--- src/rtl/rst_seq_pkg.sv ---
// Shared types and constants for the reset sequencer.
package rst_seq_pkg;

  typedef enum logic [2:0] {
    PLL_RST,
    WAIT_LOCK,
    STABLE,
    REL_SYS,
    REL_CPU,
    REL_IO,
    RUN,
    SW_HOLD
  } seq_state_e;

  localparam int RETRY_W = 8;

endpackage

--- src/rtl/sync_2ff.sv ---
// Two-flop synchroniser for a single asynchronous level into the local clock.
module sync_2ff (
  input  logic clk,
  input  logic rst,
  input  logic d,
  output logic q
);

  logic meta_q, meta_d;
  logic sync_q, sync_d;

  always_comb begin
    meta_d = d;
    sync_d = meta_q;
  end

  always_ff @(posedge clk) begin
    if (rst) begin
      meta_q <= 1'b0;
      sync_q <= 1'b0;
    end else begin
      meta_q <= meta_d;
      sync_q <= sync_d;
    end
  end

  assign q = sync_q;

endmodule

--- src/rtl/rst_sequencer.sv ---
// PLL reset / lock qualification and ordered SYS -> CPU -> IO reset release,
// with lock-loss re-sequencing and a software reset of the CPU and IO domains.
module rst_sequencer
  import rst_seq_pkg::*;
#(
  parameter int PLL_RST_CYCLES = 4,
  parameter int LOCK_TIMEOUT   = 2400,
  parameter int STABLE_CYCLES  = 240,
  parameter int STAGE_GAP      = 16,
  parameter int CNT_W          = 16
) (
  input  logic               clk24_ref,
  input  logic               rst,
  input  logic               locked,
  input  logic               sw_rst_req,
  output logic               pll_rst,
  output logic               rst_sys,
  output logic               rst_cpu,
  output logic               rst_io,
  output logic               ready,
  output logic               lock_lost,
  output logic [RETRY_W-1:0] retry_cnt
);

  localparam logic [CNT_W-1:0] PLL_LAST     = CNT_W'(PLL_RST_CYCLES - 1);
  localparam logic [CNT_W-1:0] TIMEOUT_LAST = CNT_W'(LOCK_TIMEOUT - 1);
  localparam logic [CNT_W-1:0] STABLE_LAST  = CNT_W'(STABLE_CYCLES - 1);
  localparam logic [CNT_W-1:0] GAP_LAST     = CNT_W'(STAGE_GAP - 1);

  logic locked_s;
  logic req_s;

  sync_2ff u_sync_locked (
    .clk (clk24_ref),
    .rst (rst),
    .d   (locked),
    .q   (locked_s)
  );

  sync_2ff u_sync_req (
    .clk (clk24_ref),
    .rst (rst),
    .d   (sw_rst_req),
    .q   (req_s)
  );

  seq_state_e         state_q, state_d;
  logic [CNT_W-1:0]   cnt_q, cnt_d;
  logic               req_prev_q, req_prev_d;
  logic               pll_rst_q, pll_rst_d;
  logic               rst_sys_q, rst_sys_d;
  logic               rst_cpu_q, rst_cpu_d;
  logic               rst_io_q, rst_io_d;
  logic               ready_q, ready_d;
  logic               lock_lost_q, lock_lost_d;
  logic [RETRY_W-1:0] retry_q, retry_d;
  logic               sw_edge;
  logic               released;

  assign sw_edge  = req_s & ~req_prev_q;
  assign released = state_q inside {REL_SYS, REL_CPU, REL_IO, RUN, SW_HOLD};

  always_comb begin
    state_d     = state_q;
    lock_lost_d = lock_lost_q;
    retry_d     = retry_q;
    req_prev_d  = req_s;

    // Lock loss once any domain is out of reset outranks everything else.
    if (released && !locked_s) begin
      state_d     = PLL_RST;
      lock_lost_d = 1'b1;
    end else begin
      case (state_q)
        PLL_RST: begin
          if (cnt_q == PLL_LAST) state_d = WAIT_LOCK;
        end
        WAIT_LOCK: begin
          if (locked_s) begin
            state_d = STABLE;
          end else if (cnt_q == TIMEOUT_LAST) begin
            state_d = PLL_RST;
            if (retry_q != {RETRY_W{1'b1}}) retry_d = retry_q + RETRY_W'(1);
          end
        end
        STABLE: begin
          if (!locked_s)                  state_d = WAIT_LOCK;
          else if (cnt_q == STABLE_LAST)  state_d = REL_SYS;
        end
        REL_SYS: begin
          if (cnt_q == GAP_LAST) state_d = REL_CPU;
        end
        REL_CPU: begin
          if (cnt_q == GAP_LAST) state_d = REL_IO;
        end
        REL_IO: begin
          if (cnt_q == GAP_LAST) state_d = RUN;
        end
        RUN: begin
          if (sw_edge) state_d = SW_HOLD;
        end
        SW_HOLD: begin
          if (cnt_q == GAP_LAST) state_d = REL_CPU;
        end
        default: state_d = PLL_RST;
      endcase
    end

    cnt_d = (state_d != state_q) ? '0 : cnt_q + CNT_W'(1);

    // Outputs follow the next state so they settle one cycle after the decision.
    pll_rst_d = (state_d == PLL_RST);
    rst_sys_d = state_d inside {PLL_RST, WAIT_LOCK, STABLE};
    rst_cpu_d = rst_sys_d | (state_d inside {REL_SYS, SW_HOLD});
    rst_io_d  = rst_cpu_d | (state_d == REL_CPU);
    ready_d   = (state_d == RUN);
  end

  always_ff @(posedge clk24_ref) begin
    if (rst) begin
      state_q     <= PLL_RST;
      cnt_q       <= '0;
      req_prev_q  <= 1'b0;
      pll_rst_q   <= 1'b1;
      rst_sys_q   <= 1'b1;
      rst_cpu_q   <= 1'b1;
      rst_io_q    <= 1'b1;
      ready_q     <= 1'b0;
      lock_lost_q <= 1'b0;
      retry_q     <= '0;
    end else begin
      state_q     <= state_d;
      cnt_q       <= cnt_d;
      req_prev_q  <= req_prev_d;
      pll_rst_q   <= pll_rst_d;
      rst_sys_q   <= rst_sys_d;
      rst_cpu_q   <= rst_cpu_d;
      rst_io_q    <= rst_io_d;
      ready_q     <= ready_d;
      lock_lost_q <= lock_lost_d;
      retry_q     <= retry_d;
    end
  end

  assign pll_rst   = pll_rst_q;
  assign rst_sys   = rst_sys_q;
  assign rst_cpu   = rst_cpu_q;
  assign rst_io    = rst_io_q;
  assign ready     = ready_q;
  assign lock_lost = lock_lost_q;
  assign retry_cnt = retry_q;

endmodule

--- config.mk ---
export PLATFORM = sky130hd
export DESIGN_NAME = rst_sequencer
export DESIGN_NICKNAME = d
export VERILOG_FILES = /design/src/rtl/rst_seq_pkg.sv /design/src/rtl/sync_2ff.sv /design/src/rtl/rst_sequencer.sv
export SDC_FILE = /design/constraint.sdc
export NUM_CORES = 1
export LEC_CHECK = 0
export ABC_AREA = 0
export CORE_MARGIN = 3
export CORE_UTILIZATION = 30
export CTS_CLUSTER_DIAMETER = 120
export DETAILED_ROUTE_END_ITERATION = 10
export RECOVER_POWER = 50
export SYNTH_ARGS = -nofsm -noshare
export SYNTH_HDL_FRONTEND = slang
export SYNTH_SLANG_ARGS = --single-unit
--- constraint.sdc ---
create_clock -name clk24_ref -period 2.7 [get_ports clk24_ref]
set_clock_uncertainty 0.05 [all_clocks]
set_input_delay 0.54 -clock clk24_ref [delete_from_list [all_inputs] [get_ports clk24_ref]]
set_output_delay 0.54 -clock clk24_ref [all_outputs]
set_load 0.01 [all_outputs]
==> results by group, run 1 <==
Flow run
  • # Max-Cap Violations: 0

Place
  • Pre-CTS setup slack: around 0.40 ns
  • Half-perimeter wire length of the detailed placement result: between 2000 and 2500 µm
  • Number of port buffers: 17
  • Total instance count after detailed placement: 274
  • Gp weighted congestion: about 0.76

Global routing
  • Number of antenna violations at the first check in global routing: 0
  • Pin count of the biggest net entering global routing: 21
  • First-pass GRT wire length: approximately 6000 µm
  • Vias in the first global route: 1328
  • All-Layer GR Usage: 0.116
  • Grt total ovfl: 0

Clock tree
  • Source-to-sink clock delay at the later pin of the worst-skew pair: 0.28 ns
  • Clock Root Buffer: sky130_fd_sc_hd__clkbuf_8
  • Max H-tree Level: 2
  • Count of cells resized by post-cts repair: 0
  • Clock sink count: 38
  • Total clock buffers created by CTS: 5
  • Clock tree from TritonCTS: built
  • Number of buffers added for setup after CTS: 0
  • Post-CTS Hold Buffers: 0
  • Worst-case clock buffer depth: 2
  • Clock transition at the register clock pins on the worst setup and hold paths after CTS: roughly 0.07 ns

Setup path
  • Startpoint class of the critical path: flop
  • Crit. End Element: flop
  • Slowest library cell on the worst path: sky130_fd_sc_hd__dfxtp_1
  • Crit Reg-Reg Startpoint: cnt_q[0]
  • Depth of the most critical reg-to-reg path: 7
  • Reg2Reg Setup Slack: 0.39 ns
  • Worst-path maximum fanout: 6
  • Start-to-end type of the worst setup path: reg -> reg
  • Worst path required time: around 2.9 ns
  • Capture point of the worst reg-to-reg path: rst_io
  • Data arrival time of the worst path: 2.48 ns
  • Critical-path cell list: ha_1, and4b_1, nand4_2, o21a_1, a211o_1, o21ai_1, mux2i_1
  • Critical path's largest stage delay: 0.38 ns

Synth
  • Count of mapped cells out of synthesis: 191
  • Cell area after synthesis: around 1800 µm²
  • Number of warnings issued by yosys: 0
  • Area share of the leading cell type in the synthesized netlist: 0.433
  • Average cell area after synthesis: a little over 9 µm²
  • Leading post-synthesis cells by cell area: sky130_fd_sc_hd__dfxtp_1 (43%), sky130_fd_sc_hd__xor2_1 (6.5%), sky130_fd_sc_hd__a21oi_2 (5.0%)
  • Dominant register cell in the synthesized netlist: sky130_fd_sc_hd__dfxtp_1
  • Net count after synthesis: 197
  • Count of distinct cell types in the synthesized netlist: 39
  • Cell accounting for the most synthesized area: sky130_fd_sc_hd__dfxtp_1
  • Number of enable flip-flop cells after synthesis: 0
  • Share of async-settable or async-resettable flops after synthesis: 0
  • Synthesis-stage register bit count: 38
  • Register area share after synthesis: 0.433

Power and ir drop
  • Switching fraction of total power: 0.276
  • Sequential cell fraction of total power: 0.535
  • Relative contribution of combinational cells to total power: 0.156
  • Internal power component: 0.837 mW
  • Cell Pwr Density: 560 nW/µm²
  • Sw Pwr: between 0.3 and 0.4 mW
  • Leakage component of the power: 0.741 nW
  • Worst ir drop on vdd: between 0.15 and 0.2 mV
  • Proportion of power drawn by the clock network: 0.309

Min path
  • Startpoint of the worst hold path: u_sync_locked.meta_q
  • Hold-critical path depth: 1
  • Endpoint, Worst Hold: u_sync_locked.q
  • Worst Hold Class: reg -> reg

Finish
  • Synth-to-layout area growth: 17.6%
  • Finished Layout Cells: between 200 and 300
  • Most frequent cells in the layout: sky130_fd_sc_hd__dfxtp_1 (38), sky130_fd_sc_hd__nor2_1 (21), sky130_fd_sc_hd__dlygate4sd3_1 (15)
  • Most common library cell in the layout ignoring fill and taps: sky130_fd_sc_hd__dfxtp_1
  • Antenna Diode Count: 0
  • Number of nets in the layout: 215
  • Share of cells above drive strength 1: 0.115
  • Final Util: 0.371

Timing
  • Clock period minus final worst setup slack: around 2.3 ns
  • Hold violation total from the final report: 0
  • Fmax: 432 MHz
  • Crit share post-route: 0.857
  • Final WS setup: approximately 0.39 ns
  • Headroom to the max-slew limit: 0.436
  • Setup TNS Final: 0 ns
  • Final Max Slew Viols: 0
  • Hold Slack: 0.390 ns
  • Transition time at the pin with the least slew margin: 0.846 ns
  • Total setup violations reported at the end of the flow: 0
  • Unrepaired setup endpoints after global routing: no

Detailed routing
  • Total iterations of the first detailed-routing run: 4
  • Overall via count from detail_route: 1360
  • Vias per cell: 4.84
  • DRT Wirelength: 3410 µm
  • Number of design rule violations left after detail routing: 0
  • First DRT Iteration DRCs: 69
  • Number of antenna-violating nets in the routed design: 0
  • Post-DR wirelength/cell: 12.1 µm

Die
  • Die Ht: 82.5 µm
  • Initial core utilization: 0.315
  • Core footprint: 5570 µm²
  • Die X: 82.5 µm
  • Full die area: 6810 µm²
  • Placement Rows: 27
  • Ports placed on the boundary: 18

Status
  • Outcome: completed
==> cell families after synthesis <==
| family | share of synthesized area |
|---|---|
| adders and majority gates | 0.0142 |
| buffers and inverters | 0.0299 |
| and+or+nand+nor | 0.256 |
| DFF | 0.433 |
| xor gates and xnor gates | 0.110 |
| AOI/OAI and AO/OA | 0.152 |
| muxes | 0.00570 |
==> state kept, by name, indices dropped and copies added, names as in the netlist <==
signal	cells
ready	1
cnt_q	16
state_q	3
u_sync_locked.q	1
u_sync_req.meta_q	1
u_sync_locked.meta_q	1
retry_cnt	8
pll_rst	1
lock_lost	1
rst_sys	1
rst_cpu	1
u_sync_req.q	1
req_prev_q	1
rst_io	1
==> power groups by stage <==
stage,Clock (mW),Combinational (mW),Sequential [mW]
final,0.358,0.180,0.619
after global routing,0.398,0.199,0.625
after CTS,0.371,0.185,0.618
after detailed placement,0,0.185,0.631
after global placement,0,0.182,0.631
after floorplan,0,0.161,0.621
==> metrics by stage <==
step	power, mW	instance area, µm²
after floorplan	0.782	1760
after global placement	0.813	1990
after detailed placement	0.816	1990
after CTS	1.17	2070
after global routing	1.22	2070
final	1.16	2070
==> metal layers <==
layer	global-route usage	up-vias	routed length [µm]	part of all wire
met4	0.0441	0	36	0.011
met2	0.191	18	1610	0.47
met3	0.0369	2	117	0.034
met5	0	-	0	0
met1	0.140	637	1650	0.48
li1	-	703	-	-
==> worst max-delay path by stage <==
stage                        start        end  slack (ns)  cells past startpoint
after floorplan           cnt_q[0]  cnt_q[10]        0.54                      8
after global placement    cnt_q[0]     rst_io        0.47                      7
after detailed placement  cnt_q[0]     rst_io        0.40                      7
after CTS                 cnt_q[0]     rst_io        0.40                      7
after global routing      cnt_q[0]    rst_cpu        0.23                      7
final                     cnt_q[0]     rst_io        0.39                      7
==> cells in the mapped netlist, types with 7 or more instances <==
cell                      count
sky130_fd_sc_hd__xor2_1      13
sky130_fd_sc_hd__nor2_1      21
sky130_fd_sc_hd__a21oi_2     10
sky130_fd_sc_hd__xnor2_1      9
sky130_fd_sc_hd__a21oi_1     10
sky130_fd_sc_hd__nand3_1      7
sky130_fd_sc_hd__nor2b_1      8
sky130_fd_sc_hd__nand2_1     13
sky130_fd_sc_hd__dfxtp_1     38
==> worst max-delay path: cells and delay by family, from the launching register on <==
kind	cells	cell delay, ns
multiplexers	1	0.23
adder cells (fa/ha/maj)	1	0.25
flip-flops	1	0.38
AND/OR/NAND/NOR	2	0.41
AO/OA/AOI/OAI	3	0.93
==> area by class of cell <==
cell class,count,area [µm²]
clock buffer,5,68.8
clock inverter,2,10.0
fill,580,3510
inverter,3,11.3
multi-input combinational,142,943
sequential,38,761
tap,72,90.1
timing repair buffer,19,181
Note: power is estimated with default switching activity, not from simulation.
==> run 2: changes to the inputs <==
--- a/config.mk
+++ b/config.mk
@@ -10,6 +10,7 @@
 export CORE_UTILIZATION = 30
 export CTS_CLUSTER_DIAMETER = 120
 export DETAILED_ROUTE_END_ITERATION = 10
+export PLACE_DENSITY = 0.52
 export RECOVER_POWER = 50
 export SYNTH_ARGS = -nofsm -noshare
 export SYNTH_HDL_FRONTEND = slang
==> run 2 against run 1 <==
  * Worst setup slack got worse by 0.074 ns
  * Register-to-register slack got worse by 0.07 ns
  * Sequential cell count did not move
  * Combinational power barely moved
  * Highest routed layer unchanged
  * Cell area rose by 2.8%
  * Clock power rose by 64%
  * Die area did not move
  * Sequential power barely moved
  * Core utilization rose by 1.0 points
  * Worst hold slack barely moved
  * First-iteration DRC count rose by 10%
  * Maximum frequency fell by 3.1%
==> results by group, run 2 (synthesis gave the netlist of run 1 again) <==
Finish
  • Register with the highest flop count: cnt_q (unchanged)
  • Share of cells above drive strength 1: 0.114 (was 0.115)
  • Most common library cell in the layout ignoring fill and taps: sky130_fd_sc_hd__dfxtp_1 (unchanged)
  • Final Util: 0.381 (was 0.371)
  • Filler Cells Inserted: 568 (was 580)
  • Number of nets in the layout: 215 (unchanged)
  • Max reg flops: 16 (unchanged)
  • Most frequent cells in the layout: sky130_fd_sc_hd__dfxtp_1 (38), sky130_fd_sc_hd__nor2_1 (21), sky130_fd_sc_hd__dlygate4sd3_1 (15) (unchanged)
  • Synth-to-layout area growth: 20.9% (was 17.6%)
  • Finished Layout Cells: 282 (was 281)
  • Antenna Diode Count: 0 (unchanged)
  • Finished Cell Area: 2120 µm² (was 2070 µm²)

Clock tree
  • Post-CTS Hold Buffers: 0 (unchanged)
  • Clock tree from TritonCTS: built (unchanged)
  • Max H-tree Level: 2 (unchanged)
  • Worst-case clock buffer depth: 2 (unchanged)
  • Clock sink count: 38 (unchanged)
  • Clock Root Buffer: sky130_fd_sc_hd__clkbuf_8 (unchanged)
  • Total clock buffers created by CTS: 5 (unchanged)
  • Source-to-sink clock delay at the later pin of the worst-skew pair: 0.29 ns (was 0.28 ns)
  • Count of cells resized by post-cts repair: 0 (unchanged)
  • Clock transition at the register clock pins on the worst setup and hold paths after CTS: 0.07 ns (about the same)
  • Number of buffers added for setup after CTS: 0 (unchanged)

Die
  • Ports placed on the boundary: 18 (unchanged)
  • Core footprint: 5570 µm² (unchanged)
  • Initial core utilization: 0.315 (unchanged)
  • Full die area: 6810 µm² (unchanged)
  • Die X: 82.5 µm (unchanged)
  • Die Ht: 82.5 µm (unchanged)
  • Placement Rows: 27 (unchanged)

Setup path
  • Worst path required time: 2.87 ns (about the same)
  • Data arrival time of the worst path: 2.56 ns (was 2.48 ns)
  • Startpoint class of the critical path: flop (unchanged)
  • Depth of the most critical reg-to-reg path: 7 (unchanged)
  • Crit Reg-Reg Startpoint: cnt_q[0] (unchanged)
  • Capture point of the worst reg-to-reg path: rst_io (unchanged)
  • Crit. End Element: flop (unchanged)
  • Reg2Reg Setup Slack: 0.31 ns (was 0.39 ns)
  • Start-to-end type of the worst setup path: reg -> reg (unchanged)
  • Worst-path maximum fanout: 6 (unchanged)

Detailed routing
  • Post-DR wirelength/cell: 11.9 µm (was 12.1 µm)
  • Number of antenna-violating nets in the routed design: 0 (unchanged)
  • Highest Signal Layer: met4 (unchanged)
  • DRT Wirelength: 3360 µm (was 3410 µm)
  • Overall via count from detail_route: 1367 (was 1360)
  • Met3 Routed Length: 167 µm (was 117 µm)
  • First DRT Iteration DRCs: 76 (was 69)
  • Vias per cell: 4.85 (was 4.84)
  • Routed met2 length: 1490 µm (was 1610 µm)
  • Number of design rule violations left after detail routing: 0 (unchanged)
  • Routed met1 length: 1650 µm (about the same)
  • Total iterations of the first detailed-routing run: 4 (unchanged)

Global routing
  • Pin count of the biggest net entering global routing: 21 (unchanged)
  • Vias in the first global route: 1293 (was 1328)
  • Grt total ovfl: 0 (unchanged)
  • All-Layer GR Usage: 0.118 (was 0.116)
  • Number of antenna violations at the first check in global routing: 0 (unchanged)
  • First-pass GRT wire length: 6180 µm (was 6020 µm)

Timing
  • Hold violation total from the final report: 0 (unchanged)
  • Setup TNS Final: 0 ns (unchanged)
  • Clock period minus final worst setup slack: 2.39 ns (was 2.31 ns)
  • Total setup violations reported at the end of the flow: 0 (unchanged)
  • Crit share post-route: 0.885 (was 0.857)
  • Headroom to the max-slew limit: 0.456 (was 0.436)
  • Unrepaired setup endpoints after global routing: no (unchanged)
  • Fmax: 419 MHz (was 432 MHz)
  • Final Max Slew Viols: 0 (unchanged)
  • Transition time at the pin with the least slew margin: 0.816 ns (was 0.846 ns)

Place
  • Total instance count after detailed placement: 274 (unchanged)
  • Area after detailed placement: 1990 µm² (unchanged)
  • Number of port buffers: 17 (unchanged)
  • Half-perimeter wire length of the detailed placement result: 2400 µm (was 2430 µm)
  • Gp weighted congestion: 0.732 (was 0.757)

Min path
  • Endpoint, Worst Hold: u_sync_req.q (was u_sync_locked.q)
  • Worst Hold Class: reg -> reg (unchanged)
  • Startpoint of the worst hold path: u_sync_req.meta_q (was u_sync_locked.meta_q)
  • Hold-critical path depth: 1 (unchanged)

Status
  • Outcome: completed (unchanged)

Power and ir drop
  • Internal power component: 1.06 mW (was 0.837 mW)
  • Switching fraction of total power: 0.235 (was 0.276)
  • Relative contribution of combinational cells to total power: 0.128 (was 0.156)
  • Sw Pwr: 0.326 mW (was 0.319 mW)
  • Sequential cell fraction of total power: 0.447 (was 0.535)
  • Cell Pwr Density: 652 nW/µm² (was 560 nW/µm²)
  • Leakage component of the power: 0.768 nW (was 0.741 nW)
  • Proportion of power drawn by the clock network: 0.425 (was 0.309)
  • Worst ir drop on vdd: 0.196 mV (was 0.174 mV)

Flow run
  • # Max-Cap Violations: 0 (unchanged)
==> run 2: critical path: stages (launching register included) <==
cell                      delay, ns
sky130_fd_sc_hd__dfxtp_1       0.39
sky130_fd_sc_hd__ha_1          0.26
sky130_fd_sc_hd__and4b_1       0.21
sky130_fd_sc_hd__nand4_1       0.24
sky130_fd_sc_hd__o21a_1        0.26
sky130_fd_sc_hd__a211o_1       0.32
sky130_fd_sc_hd__o21ai_1       0.38
sky130_fd_sc_hd__mux2i_1       0.23
==> run 2: worst max path at each step <==
stage	start	end	slack [ns]	depth (start not counted)
global placement	cnt_q[0]	rst_io	0.46	7
detailed placement	cnt_q[0]	rst_cpu	0.38	7
global route	cnt_q[0]	rst_cpu	0.11	7
finish	cnt_q[0]	rst_io	0.31	7
floorplan	cnt_q[0]	cnt_q[10]	0.54	8
CTS	cnt_q[0]	rst_cpu	0.37	7
==> run 2: power groups by stage <==
stage | registers [mW] | clock network [mW] | logic [mW]
after floorplan | 0.621 | 0 | 0.161
final | 0.619 | 0.588 | 0.178
after global placement | 0.633 | 0 | 0.183
after global routing | 0.624 | 0.626 | 0.204
after detailed placement | 0.632 | 0 | 0.183
after CTS | 0.619 | 0.606 | 0.182
==> run 2: per-stage QoR <==
| step | setup WS, ns | power, mW | hold slack (ns) |
|---|---|---|---|
| after global routing | 0.114 | 1.45 | 0.412 |
| after CTS | 0.365 | 1.41 | 0.399 |
| after global placement | 0.459 | 0.816 | 0.373 |
| final | 0.312 | 1.38 | 0.391 |
| after floorplan | 0.538 | 0.782 | 0.364 |
| after detailed placement | 0.385 | 0.815 | 0.379 |
==> run 2: routing by layer <==
layer | global-route usage | vias to the layer above
met5 | 0 | -
met4 | 0.0441 | 0
met3 | 0.0380 | 4
met2 | 0.176 | 28
met1 | 0.157 | 633
li1 | - | 702
==> run 2: cell type report <==
cell class                 instances  area [µm²]  area share
clock buffer                       6        82.6      0.0389
timing repair buffer              19         181      0.0854
clock inverter                     2        60.1      0.0283
sequential                        38         761       0.358
tap                               72        90.1      0.0424
multi-input combinational        142         937       0.441
inverter                           3        11.3     0.00530
==> run 3: changes to the inputs <==
--- a/config.mk
+++ b/config.mk
@@ -7,10 +7,10 @@
 export LEC_CHECK = 0
 export ABC_AREA = 0
 export CORE_MARGIN = 3
-export CORE_UTILIZATION = 30
+export CORE_UTILIZATION = 38
 export CTS_CLUSTER_DIAMETER = 120
 export DETAILED_ROUTE_END_ITERATION = 10
-export PLACE_DENSITY = 0.52
+export PLACE_DENSITY = 0.61
 export RECOVER_POWER = 50
 export SYNTH_ARGS = -nofsm -noshare
 export SYNTH_HDL_FRONTEND = slang
==> run 3 against run 2 <==
  * Clock power fell by 38%
  * Global-route usage rose by 2.6 points
  * Sequential power barely moved
  * Combinational power barely moved
  * Power fell by 16%
  * Routed wire length rose by 1.2%
==> results by group, run 3 (synthesis gave the netlist of run 1 again) <==
Timing
  • Transition time at the pin with the least slew margin: 0.850 ns (was 0.816 ns)
  • Fmax: 412 MHz (was 419 MHz)
  • Final Max Slew Viols: 0 (unchanged)
  • Total setup violations reported at the end of the flow: 0 (unchanged)
  • Hold Slack: 0.397 ns (was 0.391 ns)
  • Hold violation total from the final report: 0 (unchanged)
  • Final WS setup: 0.271 ns (was 0.312 ns)
  • Crit share post-route: 0.900 (was 0.885)
  • Unrepaired setup endpoints after global routing: no (unchanged)
  • Setup TNS Final: 0 ns (unchanged)
  • Headroom to the max-slew limit: 0.433 (was 0.456)
  • Clock period minus final worst setup slack: 2.43 ns (was 2.39 ns)

Setup path
  • Bufs and invs on worst path: 0 (unchanged)
  • Critical-path cell list: ha_1, and4b_1, nand4_1, o21a_1, a211o_1, o21ai_1, mux2i_1 (unchanged)
  • Worst-path maximum fanout: 6 (unchanged)
  • CP top delay family: compound AO/OA/AOI/OAI gates (unchanged)
  • Data arrival time of the worst path: 2.60 ns (was 2.56 ns)
  • Critical path's largest stage delay: 0.38 ns (was 0.39 ns)
  • Crit. End Element: flop (unchanged)
  • Start-to-end type of the worst setup path: reg -> reg (unchanged)
  • Worst path required time: 2.87 ns (about the same)
  • Crit Reg-Reg Startpoint: cnt_q[0] (unchanged)
  • Startpoint class of the critical path: flop (unchanged)
  • Slowest library cell on the worst path: sky130_fd_sc_hd__dfxtp_1 (unchanged)
  • Start point of the critical path: cnt_q[0] (unchanged)

Detailed routing
  • First DRT Iteration DRCs: 84 (was 76)
  • Overall via count from detail_route: 1338 (was 1367)
  • Vias per cell: 5.13 (was 4.85)
  • Total iterations of the first detailed-routing run: 4 (unchanged)
  • Post-DR wirelength/cell: 13.0 µm (was 11.9 µm)
  • Number of design rule violations left after detail routing: 0 (unchanged)
  • Number of antenna-violating nets in the routed design: 0 (unchanged)
  • DRT Wirelength: 3400 µm (was 3360 µm)

Power and ir drop
  • Leakage component of the power: 0.741 nW (was 0.768 nW)
  • Worst ir drop on vdd: 0.277 mV (was 0.196 mV)
  • Cell Pwr Density: 571 nW/µm² (was 652 nW/µm²)
  • Power after layout: 1.16 mW (was 1.38 mW)

Status
  • Outcome: completed (unchanged)

Finish
  • Finished Cell Area: 2030 µm² (was 2120 µm²)
  • Finished Layout Cells: 261 (was 282)
  • Register with the highest flop count: cnt_q (unchanged)
  • Most common library cell in the layout ignoring fill and taps: sky130_fd_sc_hd__dfxtp_1 (unchanged)
  • Final Util: 0.461 (was 0.381)
  • Antenna Diode Count: 0 (unchanged)
  • Share of cells above drive strength 1: 0.110 (was 0.114)
  • Max reg flops: 16 (unchanged)
  • Synth-to-layout area growth: 15.8% (was 20.9%)
  • Most frequent cells in the layout: sky130_fd_sc_hd__dfxtp_1 (38), sky130_fd_sc_hd__nor2_1 (21), sky130_fd_sc_hd__dlygate4sd3_1 (15) (unchanged)
  • Number of nets in the layout: 215 (unchanged)

Global routing
  • Vias in the first global route: 1284 (was 1293)
  • All-Layer GR Usage: 0.144 (was 0.118)
  • Pin count of the biggest net entering global routing: 21 (unchanged)
  • First-pass GRT wire length: 6020 µm (was 6180 µm)
  • Grt total ovfl: 0 (unchanged)
  • Number of antenna violations at the first check in global routing: 0 (unchanged)

Place
  • Total instance count after detailed placement: 254 (was 274)
  • Pre-CTS setup slack: 0.354 ns (was 0.385 ns)
  • Half-perimeter wire length of the detailed placement result: 2320 µm (was 2400 µm)
  • Number of port buffers: 17 (unchanged)
  • Area after detailed placement: 1970 µm² (was 1990 µm²)
  • Gp weighted congestion: 0.813 (was 0.732)

Clock tree
  • Max H-tree Level: 2 (unchanged)
  • Count of cells resized by post-cts repair: 0 (unchanged)
  • Clock transition at the register clock pins on the worst setup and hold paths after CTS: 0.07 ns (about the same)
  • Worst-case clock buffer depth: 2 (unchanged)
  • Clock tree from TritonCTS: built (unchanged)
  • Total clock buffers created by CTS: 5 (unchanged)
  • Number of buffers added for setup after CTS: 0 (unchanged)
  • Clock sink count: 38 (unchanged)
  • Source-to-sink clock delay at the later pin of the worst-skew pair: 0.29 ns (about the same)
  • Clock Root Buffer: sky130_fd_sc_hd__clkbuf_8 (unchanged)
  • Post-CTS Hold Buffers: 0 (unchanged)

Die
  • Core footprint: 4410 µm² (was 5570 µm²)
  • Full die area: 5470 µm² (was 6810 µm²)
  • Placement Rows: 24 (was 27)
  • Die X: 74.0 µm (was 82.5 µm)
  • Initial core utilization: 0.398 (was 0.315)
  • Ports placed on the boundary: 18 (unchanged)
  • Die Ht: 74.0 µm (was 82.5 µm)

Min path
  • Worst Hold Class: reg -> reg (unchanged)
  • Startpoint of the worst hold path: u_sync_req.meta_q (unchanged)

Flow run
  • # Max-Cap Violations: 0 (unchanged)
==> run 3: worst reg2reg max path, stage by stage, from the launching register on <==
cell and delay (ns):
sky130_fd_sc_hd__dfxtp_1 0.38, sky130_fd_sc_hd__ha_1 0.26, sky130_fd_sc_hd__and4b_1 0.21, sky130_fd_sc_hd__nand4_1 0.25, sky130_fd_sc_hd__o21a_1 0.26, sky130_fd_sc_hd__a211o_1 0.32
sky130_fd_sc_hd__o21ai_1 0.37, sky130_fd_sc_hd__mux2i_1 0.25
==> run 3: cell type report <==
| type | count | area [µm²] |
|---|---|---|
| fillers | 428 | 2380 |
| multi-input cells | 142 | 937 |
| flip-flops and latches | 38 | 761 |
| repair buffers | 19 | 181 |
| clock buffers | 5 | 68.8 |
| well taps | 52 | 65.1 |
| inverters | 3 | 11.3 |
| clock inverters | 2 | 10.0 |
==> run 3: path summary, 6_finish.rpt <==
check / slack [ns] / endpoint / cells past startpoint
worst min register to register: 0.40 / u_sync_req.q / 1
worst min-delay path: 0.40 / u_sync_req.q / 1
worst max-delay path: 0.27 / rst_io / 7
worst max register to register: 0.27 / rst_io / 7
==> run 3: where the power goes <==
group	internal (mW)	switching (mW)	total (mW)	leakage, nW
Combinational	0.0757	0.105	0.181	0.389
Clock	0.173	0.189	0.362	0.0438
Sequential	0.589	0.0308	0.620	0.308
==> run 3: layer usage <==
layer	global-route usage	vias to the layer above	part of all wire
met1	0.193	610	0.50
li1	-	702	-
met4	0.0664	0	0.021
met2	0.209	21	0.44
met5	0	-	0
met3	0.0486	5	0.036
